## config.mk

```make
export PLATFORM = sky130hd
export DESIGN_NAME = ex_wb_stage
export DESIGN_NICKNAME = d
export VERILOG_FILES = /design/src/rtl/ex_wb_stage_pkg.sv /design/src/rtl/ex_wb_stage_branch_cond_eval.sv /design/src/rtl/ex_wb_stage.sv
export SDC_FILE = /design/constraint.sdc
export NUM_CORES = 1
export LEC_CHECK = 0
export CORE_ASPECT_RATIO = 1.1
export CORE_UTILIZATION = 40
export CTS_BUF_LIST = sky130_fd_sc_hd__clkbuf_4 sky130_fd_sc_hd__clkbuf_8 sky130_fd_sc_hd__clkbuf_16
export CTS_CLUSTER_SIZE = 40
export DETAILED_ROUTE_END_ITERATION = 8
export PLACE_DENSITY = 0.76
export SYNTH_ARGS = -nofsm -noshare
export SYNTH_HDL_FRONTEND = slang
export SYNTH_SLANG_ARGS = --single-unit
```

## constraint.sdc

```tcl
create_clock -name clk -period 1.75 [get_ports clk]
set_input_delay 0.175 -clock clk [delete_from_list [all_inputs] [get_ports clk]]
set_output_delay 0.175 -clock clk [all_outputs]
set_load 0.01 [all_outputs]
```

## src/rtl/ex_wb_stage_pkg.sv

```systemverilog
// Shared ISA encodings, flag indices, stage state enum and beat decoder.
// Latency: n/a (package only).
// Backpressure: n/a (package only).
// Contents: op1/op2/op3 encodings, branch condition codes, SZCV bit
// indices, RUN/FLUSH/HALTED state enum and the decoded-beat struct.
package ex_wb_stage_pkg;

    localparam logic [1:0] OP1_LD  = 2'b00;
    localparam logic [1:0] OP1_ST  = 2'b01;
    localparam logic [1:0] OP1_IMM = 2'b10;
    localparam logic [1:0] OP1_ALU = 2'b11;

    localparam logic [2:0] OP2_LI   = 3'b000;
    localparam logic [2:0] OP2_ADDI = 3'b001;
    localparam logic [2:0] OP2_SUBI = 3'b010;
    localparam logic [2:0] OP2_B    = 3'b100;
    localparam logic [2:0] OP2_BCC  = 3'b111;

    localparam logic [3:0] OP3_CMP = 4'b0101;
    localparam logic [3:0] OP3_OUT = 4'b1101;
    localparam logic [3:0] OP3_HLT = 4'b1111;

    localparam logic [2:0] COND_BE  = 3'b000;
    localparam logic [2:0] COND_BLT = 3'b001;
    localparam logic [2:0] COND_BLE = 3'b010;
    localparam logic [2:0] COND_BNE = 3'b011;

    localparam int FLAG_S = 3;
    localparam int FLAG_Z = 2;
    localparam int FLAG_C = 1;
    localparam int FLAG_V = 0;

    typedef enum logic [1:0] {
        ST_RUN    = 2'd0,
        ST_FLUSH  = 2'd1,
        ST_HALTED = 2'd2
    } state_t;

    // What a committed beat does, independent of datapath values.
    typedef struct packed {
        logic       wb;        // write the register file
        logic [2:0] wb_addr;
        logic       wb_mem;    // write data comes from load data, not ALU
        logic       flag_upd;  // commit in_code to the flags register
        logic       out;       // OUT-port strobe
        logic       br_always;
        logic       br_cond;   // taken depends on cond vs committed flags
        logic       hlt;
    } dec_t;

    // ALU/shifter ops that produce flags: 0000..0101 and 1000..1011.
    function automatic logic is_alu_flag_op(input logic [3:0] op3);
        return (op3 <= 4'b0101) || ((op3 >= 4'b1000) && (op3 <= 4'b1011));
    endfunction

    function automatic dec_t decode(input logic [15:0] instr);
        dec_t d;
        d = '0;
        case (instr[15:14])
            OP1_ALU: begin
                if (is_alu_flag_op(instr[7:4])) begin
                    d.flag_upd = 1'b1;
                    d.wb       = (instr[7:4] != OP3_CMP);
                    d.wb_addr  = instr[10:8];
                end else if (instr[7:4] == OP3_OUT) begin
                    d.out = 1'b1;
                end else if (instr[7:4] == OP3_HLT) begin
                    d.hlt = 1'b1;
                end
            end
            OP1_LD: begin
                d.wb      = 1'b1;
                d.wb_addr = instr[13:11];
                d.wb_mem  = 1'b1;
            end
            OP1_IMM: begin
                case (instr[13:11])
                    OP2_LI: begin
                        d.wb      = 1'b1;
                        d.wb_addr = instr[10:8];
                    end
                    OP2_ADDI, OP2_SUBI: begin
                        d.wb       = 1'b1;
                        d.wb_addr  = instr[10:8];
                        d.flag_upd = 1'b1;
                    end
                    OP2_B:   d.br_always = 1'b1;
                    OP2_BCC: d.br_cond   = 1'b1;
                    default: ;
                endcase
            end
            default: ;  // ST has no effect in this stage
        endcase
        return d;
    endfunction

endpackage

```

## src/rtl/ex_wb_stage_branch_cond_eval.sv

```systemverilog
// Conditional-branch evaluator: taken = f(cond, SZCV flags).
// Latency: purely combinational.
// Backpressure: none.
// Ports: i_cond (3b condition code), i_flags (SZCV), o_taken.
module branch_cond_eval
    import ex_wb_stage_pkg::*;
(
    input  logic [2:0] i_cond,
    input  logic [3:0] i_flags,
    output logic       o_taken
);

    logic w_s;
    logic w_z;
    logic w_v;
    logic w_lt;
    logic w_unused;

    assign w_s      = i_flags[FLAG_S];
    assign w_z      = i_flags[FLAG_Z];
    assign w_v      = i_flags[FLAG_V];
    assign w_lt     = w_s ^ w_v;       // signed less-than after a compare
    assign w_unused = i_flags[FLAG_C]; // no condition tests carry yet

    always_comb begin
        o_taken = 1'b0;
        case (i_cond)
            COND_BE:  o_taken = w_z;
            COND_BLT: o_taken = w_lt;
            COND_BLE: o_taken = w_z | w_lt;
            COND_BNE: o_taken = ~w_z;
            default:  o_taken = 1'b0;  // 100..111 reserved, never taken
        endcase
    end

endmodule

```

## src/rtl/ex_wb_stage.sv

```systemverilog
// Execute/writeback stage: commits ALU results, flags, branches, OUT and HLT.
// Latency: one cycle; every output is a register updated at the accepting edge.
// Backpressure: none; beats arriving while flushing are dropped, while halted ignored.
// Ports: clk/rst_n (sync active-low); in_* beat from ALU; wb_* regfile write;
// br_taken/br_target redirect; flags; out_en/out_data; halted.
module ex_wb_stage
    import ex_wb_stage_pkg::*;
#(
    parameter int DATA_W      = 16,
    parameter int FLUSH_SLOTS = 1
) (
    input  logic              clk,
    input  logic              rst_n,
    input  logic              in_valid,
    input  logic [15:0]       in_instr,
    input  logic [DATA_W-1:0] in_result,
    input  logic [3:0]        in_code,
    input  logic [DATA_W-1:0] in_pc1,
    input  logic [DATA_W-1:0] in_mem_rdata,
    output logic              wb_en,
    output logic [2:0]        wb_addr,
    output logic [DATA_W-1:0] wb_data,
    output logic              br_taken,
    output logic [DATA_W-1:0] br_target,
    output logic [3:0]        flags,
    output logic              out_en,
    output logic [DATA_W-1:0] out_data,
    output logic              halted
);

    state_t            r_state;
    logic [1:0]        r_flush_cnt;
    logic              r_wb_en;
    logic [2:0]        r_wb_addr;
    logic [DATA_W-1:0] r_wb_data;
    logic              r_br_taken;
    logic [DATA_W-1:0] r_br_target;
    logic [3:0]        r_flags;
    logic              r_out_en;
    logic [DATA_W-1:0] r_out_data;
    logic              r_halted;

    dec_t              w_dec;
    logic              w_cond_taken;
    logic              w_take;
    logic [DATA_W-1:0] w_target;

    assign w_dec    = decode(in_instr);
    assign w_take   = w_dec.br_always | (w_dec.br_cond & w_cond_taken);
    // PC-relative offset is the sign-extended low byte; the add wraps naturally.
    assign w_target = in_pc1 + {{(DATA_W-8){in_instr[7]}}, in_instr[7:0]};

    // Conditions read the committed flags, so a flag-setting beat one edge
    // earlier is already visible without any bypass.
    branch_cond_eval u_cond (
        .i_cond  (in_instr[10:8]),
        .i_flags (r_flags),
        .o_taken (w_cond_taken)
    );

    always_ff @(posedge clk) begin
        if (!rst_n) begin
            r_state     <= ST_RUN;
            r_flush_cnt <= 2'd0;
            r_wb_en     <= 1'b0;
            r_wb_addr   <= 3'd0;
            r_wb_data   <= '0;
            r_br_taken  <= 1'b0;
            r_br_target <= '0;
            r_flags     <= 4'd0;
            r_out_en    <= 1'b0;
            r_out_data  <= '0;
            r_halted    <= 1'b0;
        end else begin
            r_wb_en    <= 1'b0;
            r_br_taken <= 1'b0;
            r_out_en   <= 1'b0;
            case (r_state)
                ST_RUN: begin
                    if (in_valid) begin
                        if (w_dec.wb) begin
                            r_wb_en   <= 1'b1;
                            r_wb_addr <= w_dec.wb_addr;
                            r_wb_data <= w_dec.wb_mem ? in_mem_rdata : in_result;
                        end
                        if (w_dec.flag_upd) begin
                            r_flags <= in_code;
                        end
                        if (w_dec.out) begin
                            r_out_en   <= 1'b1;
                            r_out_data <= in_result;
                        end
                        if (w_take) begin
                            r_br_taken  <= 1'b1;
                            r_br_target <= w_target;
                            r_state     <= ST_FLUSH;
                            r_flush_cnt <= 2'(FLUSH_SLOTS);
                        end
                        if (w_dec.hlt) begin
                            r_state  <= ST_HALTED;
                            r_halted <= 1'b1;
                        end
                    end
                end
                ST_FLUSH: begin
                    // Only real beats count as squashed wrong-path slots.
                    if (in_valid) begin
                        r_flush_cnt <= r_flush_cnt - 2'd1;
                        if (r_flush_cnt == 2'd1) begin
                            r_state <= ST_RUN;
                        end
                    end
                end
                ST_HALTED: ;
                default: r_state <= ST_RUN;
            endcase
        end
    end

    assign wb_en     = r_wb_en;
    assign wb_addr   = r_wb_addr;
    assign wb_data   = r_wb_data;
    assign br_taken  = r_br_taken;
    assign br_target = r_br_target;
    assign flags     = r_flags;
    assign out_en    = r_out_en;
    assign out_data  = r_out_data;
    assign halted    = r_halted;

endmodule

```

==> flow_summary.ini, run 1 <==
[pwr]
worst_ir_drop_vdd_uv = 513
leakagePower_nw = 2.22
power_density_nw_per_um2 = 692
report.power.total_mw = 3.93

[timing]
maxClockFrequency_ghz = 0.570
timing.setup.tns_ns = -0.00583
slew_viol_final = 0
worst_pin_slew_ns = 0.375
final.setup_skew_ns = 0.00981
timing.max_slew.rel_slack_pct = 75.0
grt_setup_unrepaired = yes
finalWorstPathRequiredPeriod_ns = 1.76
setup_viol_count_final = 1
final.setup.worst_slack_ns = -0.00583
timing.final.crit_share_pct = 100
report.final.hold_viol_count = 0

[worst_setup_path]
critPathLaunchType = flop
crit_fanout = 6
critical_path_required_ns = 2.02
critical_path_arrival_ns = 2.03
slowest_stage = or3_4
crit_chain = xnor2_1 > a211oi_2 > a311oi_2 > or3_4 > or3_1 > o221ai_1
crit_path_max_incr_delay_ns = 0.47
critPathKind = flop to flop
reg2reg_depth = 6
critical_path.endpoint_type = flop

[synthesis]
synth_cell_type_count = 59
yosysMostFrequentCell = nand2_1
yosys.area.top_type = dfxtp_1
synth_xor_area_share_pct = 2.12
sequential_element_share_of_the_synthesized_area_pct = 38.2
synth_adder_area_share_pct = 6.67
flop_and_latch_count_out_of_synthesis = 63
post_synth_most_frequent_cells = nand2_1 (66), dfxtp_1 (63), nor2_1 (42), a21oi_1 (29), o21ai_0 (24)
muxShareOfSynthArea_pct = 2.73
synth.top_cells.by_area = dfxtp_1 (38%), nand2_1 (7.5%), ha_1 (6.1%)
post_synthesis_net_count = 485
asyncSetResetFlopFracSynth_pct = 0
simple_gate_portion_of_the_synthesized_area_pct = 22.0
ys_warn_count = 0
syn_area_per_cell_um2 = 8.31
synth.top_cell.area_share_pct = 38.2
synth_cells = 397
synth_edf_count = 0
synth-main-ff-cell = dfxtp_1
synth_top_family_by_area = compound AO/OA/AOI/OAI gates
mappedNetlistArea_um2 = 3300
synth_compound_gate_area_share_pct = 23.7

[route]
drt-wirelength-per-cell_um = 15.4
met1_wirelength_um = 4590
dr.first_iter.drc_count = 150
first_pass_iters = 4
drt.antenna.violating_nets = 0
drcViolationCount = 0
wl_um = 10800
wl_met3_um = 605
top_signal_layer_used = met4
vias_per_cell = 5.30
met2WireLength_um = 5350
total_vias_in_the_final_route = 3744

[run_status]
run_status = complete, but fails checks
violations = setup timing

[placed_design]
post_dp_cell_area_um2 = 5170
placedCellCount = 683
dp.final_hpwl_um = 8150
portBuffers = 129
place.gp.congestion = 0.911
post-place-ws_ns = -0.621

[clock_tree]
cts-hold-fix-buffers = 0
cts_buffers = 9
insertion_delay_ns = 0.34
tritoncts = built
numClockSinks = 63
cts-root-buf = clkbuf_8
ctsHtreeMaxLevel = 3
cts.clk_slew.worst_paths_ns = 0.08
cts_max_path_buffers = 2

[min_path]
whs_path_depth = 4
hold_class = input pin to flop

[finish]
stdcell_count = 706
finish.net_count = 681
fraction_of_layout_instances_using_a_drive_strength_above_1_pct = 23.9
post-route-cell-area_um2 = 5680
n_fill_cell = 631
count_of_inserted_antenna_diode_cells = 0
area_delta_synth_final_pct = 72.2

[job]
max_cap_viol_count = 0

[floorplan]
start_util_pct = 41.5
boundary_pin_count = 130
die_width_um = 88.6
fp-row-count = 34
core_area_um2 = 7960
die_outline_area_um2 = 8620
die_h_um = 97.3

[global_routing]
grt_antenna_before_repair = 0
overflow = 0
global_route.usage.total_pct = 24.9
grt_pass1_wl_um = 16600
grt_pass1_vias = 3531
maximum_number_of_pins_on_one_net_before_global_route_repair = 38
==> layout make-up <==
| cell class | count | area, um^2 | area share (%) |
|---|---|---|---|
| clock inverters | 5 | 81.3 | 1.43 |
| multi-input cells | 303 | 2130 | 37.5 |
| well taps | 108 | 135 | 2.38 |
| flip-flops and latches | 63 | 1260 | 22.2 |
| clock buffers | 11 | 145 | 2.55 |
| inverters | 9 | 33.8 | 0.594 |
| repair buffers | 207 | 1900 | 33.4 |
==> metal layers <==
layer,track usage (%),up-vias
met1,30.5,1765
met2,42.3,121
met3,5.35,26
met5,0,-
li1,-,1832
met4,8.81,0
==> kinds of logic after synthesis <==
family / count (synthesis)
buffers and inverters: 31
XOR/XNOR: 8
AO/OA/AOI/OAI: 115
adder cells (fa/ha/maj): 17
multiplexers: 9
AND/OR/NAND/NOR: 154
flip-flops: 63
==> critical path, delay by kind of cell (launching register included) <==
| family | cells | cell delay (ns) |
|---|---|---|
| compound gates | 3 | 0.43 |
| xor+xnor | 1 | 0.14 |
| simple gates | 2 | 0.79 |
| flops | 1 | 0.33 |
==> final timing paths <==
kind	slack, ns	end	start
worst max-delay path	-0.006	br_target[14]	flags[0]
worst min-delay path	0.22	br_target[0]	in_pc1[0]
worst max register to register	-0.006	br_target[14]	flags[0]
worst min register to register	0.45	out_data[1]	out_data[1]
==> layout by cell type, fill, tap and decap left out, types with 10 or more instances in the layout <==
| master | netlist | routed |
|---|---|---|
| o21ai_0 | 24 | 22 |
| dfxtp_1 | 63 | 61 |
| dlygate4sd2_1 | 0 | 10 |
| clkdlybuf4s50_1 | 0 | 110 |
| a21oi_1 | 29 | 26 |
| nand2_1 | 66 | 65 |
| buf_4 | 1 | 73 |
| clkbuf_8 | 1 | 10 |
| nor2_1 | 42 | 40 |
| a311oi_1 | 17 | 17 |
==> registers in the layout (all words and copies together), names as in the netlist <==
name         cells
br_target       16
out_data        16
wb_data         16
flags            4
wb_addr          3
r_flush_cnt      2
r_state          2
br_taken         1
halted           1
out_en           1
wb_en            1
==> stage by stage <==
step	util, %	hold slack [ns]
3_3_place_gp	65.0	0.425
5_1_grt	71.4	0.248
3_5_place_dp	65.0	0.443
6_report	71.4	0.218
4_1_cts	70.0	0.304
2_1_floorplan	-	0.252
==> repair_timing <==
| action | CTS | global route |
|---|---|---|
| cloned | 0 | 1 |
| setup endpoints to repair | 11 | 42 |
| gates resized for setup | 39 | 24 |
| buffers inserted | 5 | 2 |
| endpoints found under the hold margin | 0 | 0 |
| pin swaps | 23 | 11 |
==> where the power goes <==
group | switching (mW) | total, mW | internal, mW | leakage [nW]
logic | 0.448 | 0.988 | 0.540 | 1.60
registers | 0.0223 | 1.50 | 1.48 | 0.512
clock network | 0.587 | 1.44 | 0.857 | 0.113
total | 1.06 | 3.93 | 2.87 | 2.22
Note: power is estimated with default switching activity, not from simulation.
==> run 2: changes to the inputs <==
--- a/config.mk
+++ b/config.mk
@@ -14,3 +14,4 @@
 export SYNTH_ARGS = -nofsm -noshare
 export SYNTH_HDL_FRONTEND = slang
 export SYNTH_SLANG_ARGS = --single-unit
+export TNS_END_PERCENT = 10
==> flow_summary.ini, run 2 (synthesis gave the netlist of run 1 again) <==
[finish]
stdcell_count = 706
mostFrequentLayoutCell = clkdlybuf4s50_1
area_delta_synth_final_pct = 72.7
n_fill_cell = 608
finish.net_count = 681
post-route-cell-area_um2 = 5700
layout.core_utilization_pct = 71.6
layout_common_cells = clkdlybuf4s50_1 (115), buf_4 (72), nand2_1 (65)
fraction_of_layout_instances_using_a_drive_strength_above_1_pct = 23.1
count_of_inserted_antenna_diode_cells = 0

[timing]
setup_viol_count_final = 6
grt_setup_unrepaired = yes
maxClockFrequency_ghz = 0.537
timing.setup.tns_ns = -0.298
final.setup.worst_slack_ns = -0.112
finalWorstPathRequiredPeriod_ns = 1.86
timing.final.crit_share_pct = 106
final.setup_skew_ns = 0.00978
slew_viol_final = 0
timing.max_slew.rel_slack_pct = 64.8
worst_pin_slew_ns = 0.527
fin_hold_ws_ns = 0.263
report.final.hold_viol_count = 0

[route]
total_vias_in_the_final_route = 3750
drt-wirelength-per-cell_um = 15.5
wl_um = 11000
first_pass_iters = 4
drcViolationCount = 0
vias_per_cell = 5.31
dr.first_iter.drc_count = 156
drt.antenna.violating_nets = 0

[worst_setup_path]
critical_path.endpoint_type = flop
critical_path_arrival_ns = 2.12
crit_chain = clkdlybuf4s50_1 > ha_1 > buf_4 > a21o_1 > a21o_1 > a31o_2 > a311o_1 > o221ai_1
crit_path_max_incr_delay_ns = 0.41
critical_path_required_ns = 2.01
crit_fanout = 4
critical_path.most_common_cell = a21o_1
worstPathBufferInverterCount = 2
regToRegStartpoint = flags[3]
startpoint = in_pc1[8]
critPathLaunchType = input pin
slowest_stage = clkdlybuf4s50_1
critPathTopFamily = compound AO/OA/AOI/OAI gates
critPathKind = input pin to flop

[placed_design]
portBuffers = 129
post_dp_cell_area_um2 = 5170
dp.final_hpwl_um = 8180
post-place-ws_ns = -0.663
place.gp.congestion = 0.871
placedCellCount = 683

[min_path]
timing.hold.worst.start = in_instr[0]
hold_class = input pin to flop

[floorplan]
boundary_pin_count = 130
die_outline_area_um2 = 8620
fp-row-count = 34
start_util_pct = 41.5
core_area_um2 = 7960
die_h_um = 97.3
die_width_um = 88.6

[clock_tree]
ctsHtreeMaxLevel = 3
numClockSinks = 63
cts-hold-fix-buffers = 0
insertion_delay_ns = 0.34
cts.clk_slew.worst_paths_ns = 0.08
tritoncts = built
cts_buffers = 9
cts-root-buf = clkbuf_8
cts_max_path_buffers = 2

[pwr]
power.combinational.fraction_pct = 25.9
power_switching_mw = 1.05
report.power.total_mw = 3.82
worst_ir_drop_vdd_uv = 346
seq_power_share_pct = 39.2
power_density_nw_per_um2 = 671
netSwitchingFraction_pct = 27.5
leakagePower_nw = 2.25
cellInternalPower_mw = 2.77
power_frac_clock_pct = 34.9

[run_status]
run_status = complete, but fails checks
violations = setup timing

[global_routing]
grt_pass1_vias = 3626
grt_antenna_before_repair = 0
overflow = 0
maximum_number_of_pins_on_one_net_before_global_route_repair = 37
global_route.usage.total_pct = 25.4
grt_pass1_wl_um = 17100

[job]
max_cap_viol_count = 0
## run 2: cell types whose count changed in the layout (fill, tap and decap cells not counted), sizes merged
cell,delta
dlygate4sd2,-8
dlymetal6s2s,+6
clkdlybuf4s50,+5
clkdlybuf4s15,-2
bufinv,-1
clkinv,-1
clkinvlp,+1
## run 2: final cells by class
type	instances	area (um^2)	share of cell area (%)
Clock buffer	12	159	2.79
Clock inverter	4	53.8	0.944
Inverter	9	33.8	0.593
Multi-Input combinational cell	303	2100	36.8
Sequential cell	63	1260	22.2
Tap cell	108	135	2.37
Timing Repair Buffer	207	1950	34.3
## run 2: final timing paths
path                         to  slack, ns  depth (start not counted)
hold reg to reg      r_state[0]       0.45                          1
setup reg to reg  br_target[14]      -0.08                          6
setup / recovery  br_target[14]      -0.11                          8
hold / removal     br_target[0]       0.26                          4
## run 2: layer usage
metal,part of all wire [%],track usage [%],vias up,wire length [um]
met5,0,0,-,0
met4,2.1,7.69,0,235
met3,5.2,4.93,23,566
met2,50,43.3,135,5430
met1,43,31.9,1757,4730
li1,-,-,1835,-
## run 2: power groups by stage
stage	combinational, mW	sequential (mW)	clock, mW
4_1_cts	0.906	1.50	1.36
3_3_place_gp	0.868	1.53	0
3_5_place_dp	0.884	1.53	0
5_1_grt	1.06	1.50	1.44
6_report	0.989	1.50	1.34
2_1_floorplan	0.365	1.55	0
## run 2: what timing repair did
item | CTS | global route
buffers inserted | 2 | 5
setup endpoints to repair | 19 | 48
resized for setup | 9 | 42
pin swaps | 6 | 23
## run 2: worst register-to-register path: cells and delay by family (launching register included)
family,cells,cell delay [ns]
simple gates,2,0.82
compound gates,3,0.48
xor+xnor,1,0.13
flops,1,0.33
==> run 3: changes to the inputs <==
--- a/config.mk
+++ b/config.mk
@@ -11,6 +11,7 @@
 export CTS_CLUSTER_SIZE = 40
 export DETAILED_ROUTE_END_ITERATION = 8
 export PLACE_DENSITY = 0.76
+export RECOVER_POWER = 100
 export SYNTH_ARGS = -nofsm -noshare
 export SYNTH_HDL_FRONTEND = slang
 export SYNTH_SLANG_ARGS = --single-unit
==> flow_summary.ini, run 3 (synthesis gave the netlist of run 1 again) <==
[clock_tree]
ctsHtreeMaxLevel = 3
cts_max_path_buffers = 2
cts.clk_slew.worst_paths_ns = 0.07
tritoncts = built
cts_buffers = 9
cts-root-buf = clkbuf_8
numClockSinks = 63
cts-hold-fix-buffers = 0
insertion_delay_ns = 0.34

[global_routing]
maximum_number_of_pins_on_one_net_before_global_route_repair = 37
grt_pass1_vias = 3626
global_route_met2_usage_pct = 43.3
grt_antenna_before_repair = 0
overflow = 0
groute.layer.met3.usage_pct = 4.93
grtUsageMet1_pct = 31.9
global_route.usage.total_pct = 25.4
grt_pass1_wl_um = 17100
top_usage_layer = met2

[timing]
worst_pin_slew_ns = 0.506
final.setup_skew_ns = 0.00938
maxClockFrequency_ghz = 0.537
fin_hold_ws_ns = 0.261
finalWorstPathRequiredPeriod_ns = 1.86
timing.max_slew.rel_slack_pct = 66.3
final.setup.worst_slack_ns = -0.113
slew_viol_final = 0
grt_setup_unrepaired = yes
report.final.hold_viol_count = 0
setup_viol_count_final = 14
timing.final.crit_share_pct = 106

[route]
drt-wirelength-per-cell_um = 15.5
first_pass_iters = 5
vias_per_cell = 5.29
dr.first_iter.drc_count = 184
wl_um = 11000
drt.antenna.violating_nets = 0
drcViolationCount = 0
total_vias_in_the_final_route = 3735

[placed_design]
placedCellCount = 683
post_dp_cell_area_um2 = 5170
place.gp.congestion = 0.871
portBuffers = 129
dp.final_hpwl_um = 8180

[finish]
finish.net_count = 681
layout.core_utilization_pct = 71.0
count_of_inserted_antenna_diode_cells = 0
stdcell_count = 706
fraction_of_layout_instances_using_a_drive_strength_above_1_pct = 22.9
layout_common_cells = buf_4 (70), nand2_1 (65), dfxtp_1 (61)
post-route-cell-area_um2 = 5650
area_delta_synth_final_pct = 71.3
mostFrequentLayoutCell = buf_4
n_fill_cell = 622

[worst_setup_path]
critical_path.endpoint_type = flop
reg2reg_depth = 6
ff2ff_setup_slack_ns = -0.07
critPathKind = input pin to flop
critical_path_required_ns = 2.01
regToRegStartpoint = flags[3]
endpoint_of_the_worst_slack_reg_to_reg_timing_path = br_target[14]
critPathLaunchType = input pin
crit_fanout = 4
critical_path_arrival_ns = 2.12

[min_path]
timing.hold.worst.start = in_instr[0]
whs_path_depth = 4
hold_class = input pin to flop
min_delay_worst_endpoint = br_target[0]

[floorplan]
fp-row-count = 34
die_h_um = 97.3
die_width_um = 88.6
die_outline_area_um2 = 8620
core_area_um2 = 7960
start_util_pct = 41.5
boundary_pin_count = 130

[pwr]
power_density_nw_per_um2 = 672
leakagePower_nw = 2.43
worst_ir_drop_vdd_uv = 346
report.power.total_mw = 3.80

[run_status]
run_status = complete, but fails checks
violations = setup timing

[job]
max_cap_viol_count = 0
run 3: changes by cell type in the layout (fill, tap and decap cells not counted), sizes merged:
cell           previous run  this run
buf                      78        75
clkbuf                   12        15
clkdlybuf4s50           115        57
dlygate4sd3               0        58
run 3: cell type report:
cell class,instances,area (um^2),share of cell area (%)
multi-input combinational,303,2080,36.9
timing repair buffer,207,1920,34.0
sequential,63,1260,22.4
clock buffer,12,159,2.81
tap,108,135,2.39
clock inverter,4,53.8,0.952
inverter,9,33.8,0.598
run 3: critical path, cell delays in order:
cell	delay (ns)
clkdlybuf4s50_1	0.41
ha_1	0.34
buf_4	0.16
a21o_1	0.15
a21o_1	0.20
a31o_2	0.25
a311o_1	0.37
o221ai_1	0.08
run 3: what timing repair did:
action | in CTS | in global routing
hold endpoints to repair | 0 | 0
gates resized for setup | 9 | 42
setup endpoints to repair | 19 | 48
setup buffers | 2 | 5
pin swaps | 6 | 23
run 3: power breakdown:
group | internal, mW | switching, mW
clock network | 0.754 | 0.585
logic | 0.519 | 0.442
registers | 1.48 | 0.0203
total | 2.75 | 1.05
run 3: how the worst max path moves through the flow:
stage / start / end / slack (ns) / cells after the start
global route: flags[0] / br_target[14] / -0.19 / 6
finish: in_pc1[8] / br_target[14] / -0.11 / 8
floorplan: in_instr[0] / br_target[12] / -0.005 / 9
global placement: in_instr[7] / br_target[13] / -0.63 / 8
CTS: in_instr[0] / br_target[14] / -0.23 / 10
detailed placement: in_instr[7] / br_target[13] / -0.66 / 8
run 3: metal layers:
metal,vias up,share of wire [%]
li1,1838,-
met1,1752,43
met2,126,50
met3,19,5.1
met4,0,2.1
met5,-,0
run 3: per-stage QoR:
step	setup TNS, ns	worst slack, ns
after detailed placement	-19.38	-0.663
after CTS	-1.07	-0.229
after floorplan	-0.00902	-0.00514
after global placement	-16.64	-0.627
after global routing	-3.90	-0.188
final	-0.485	-0.113
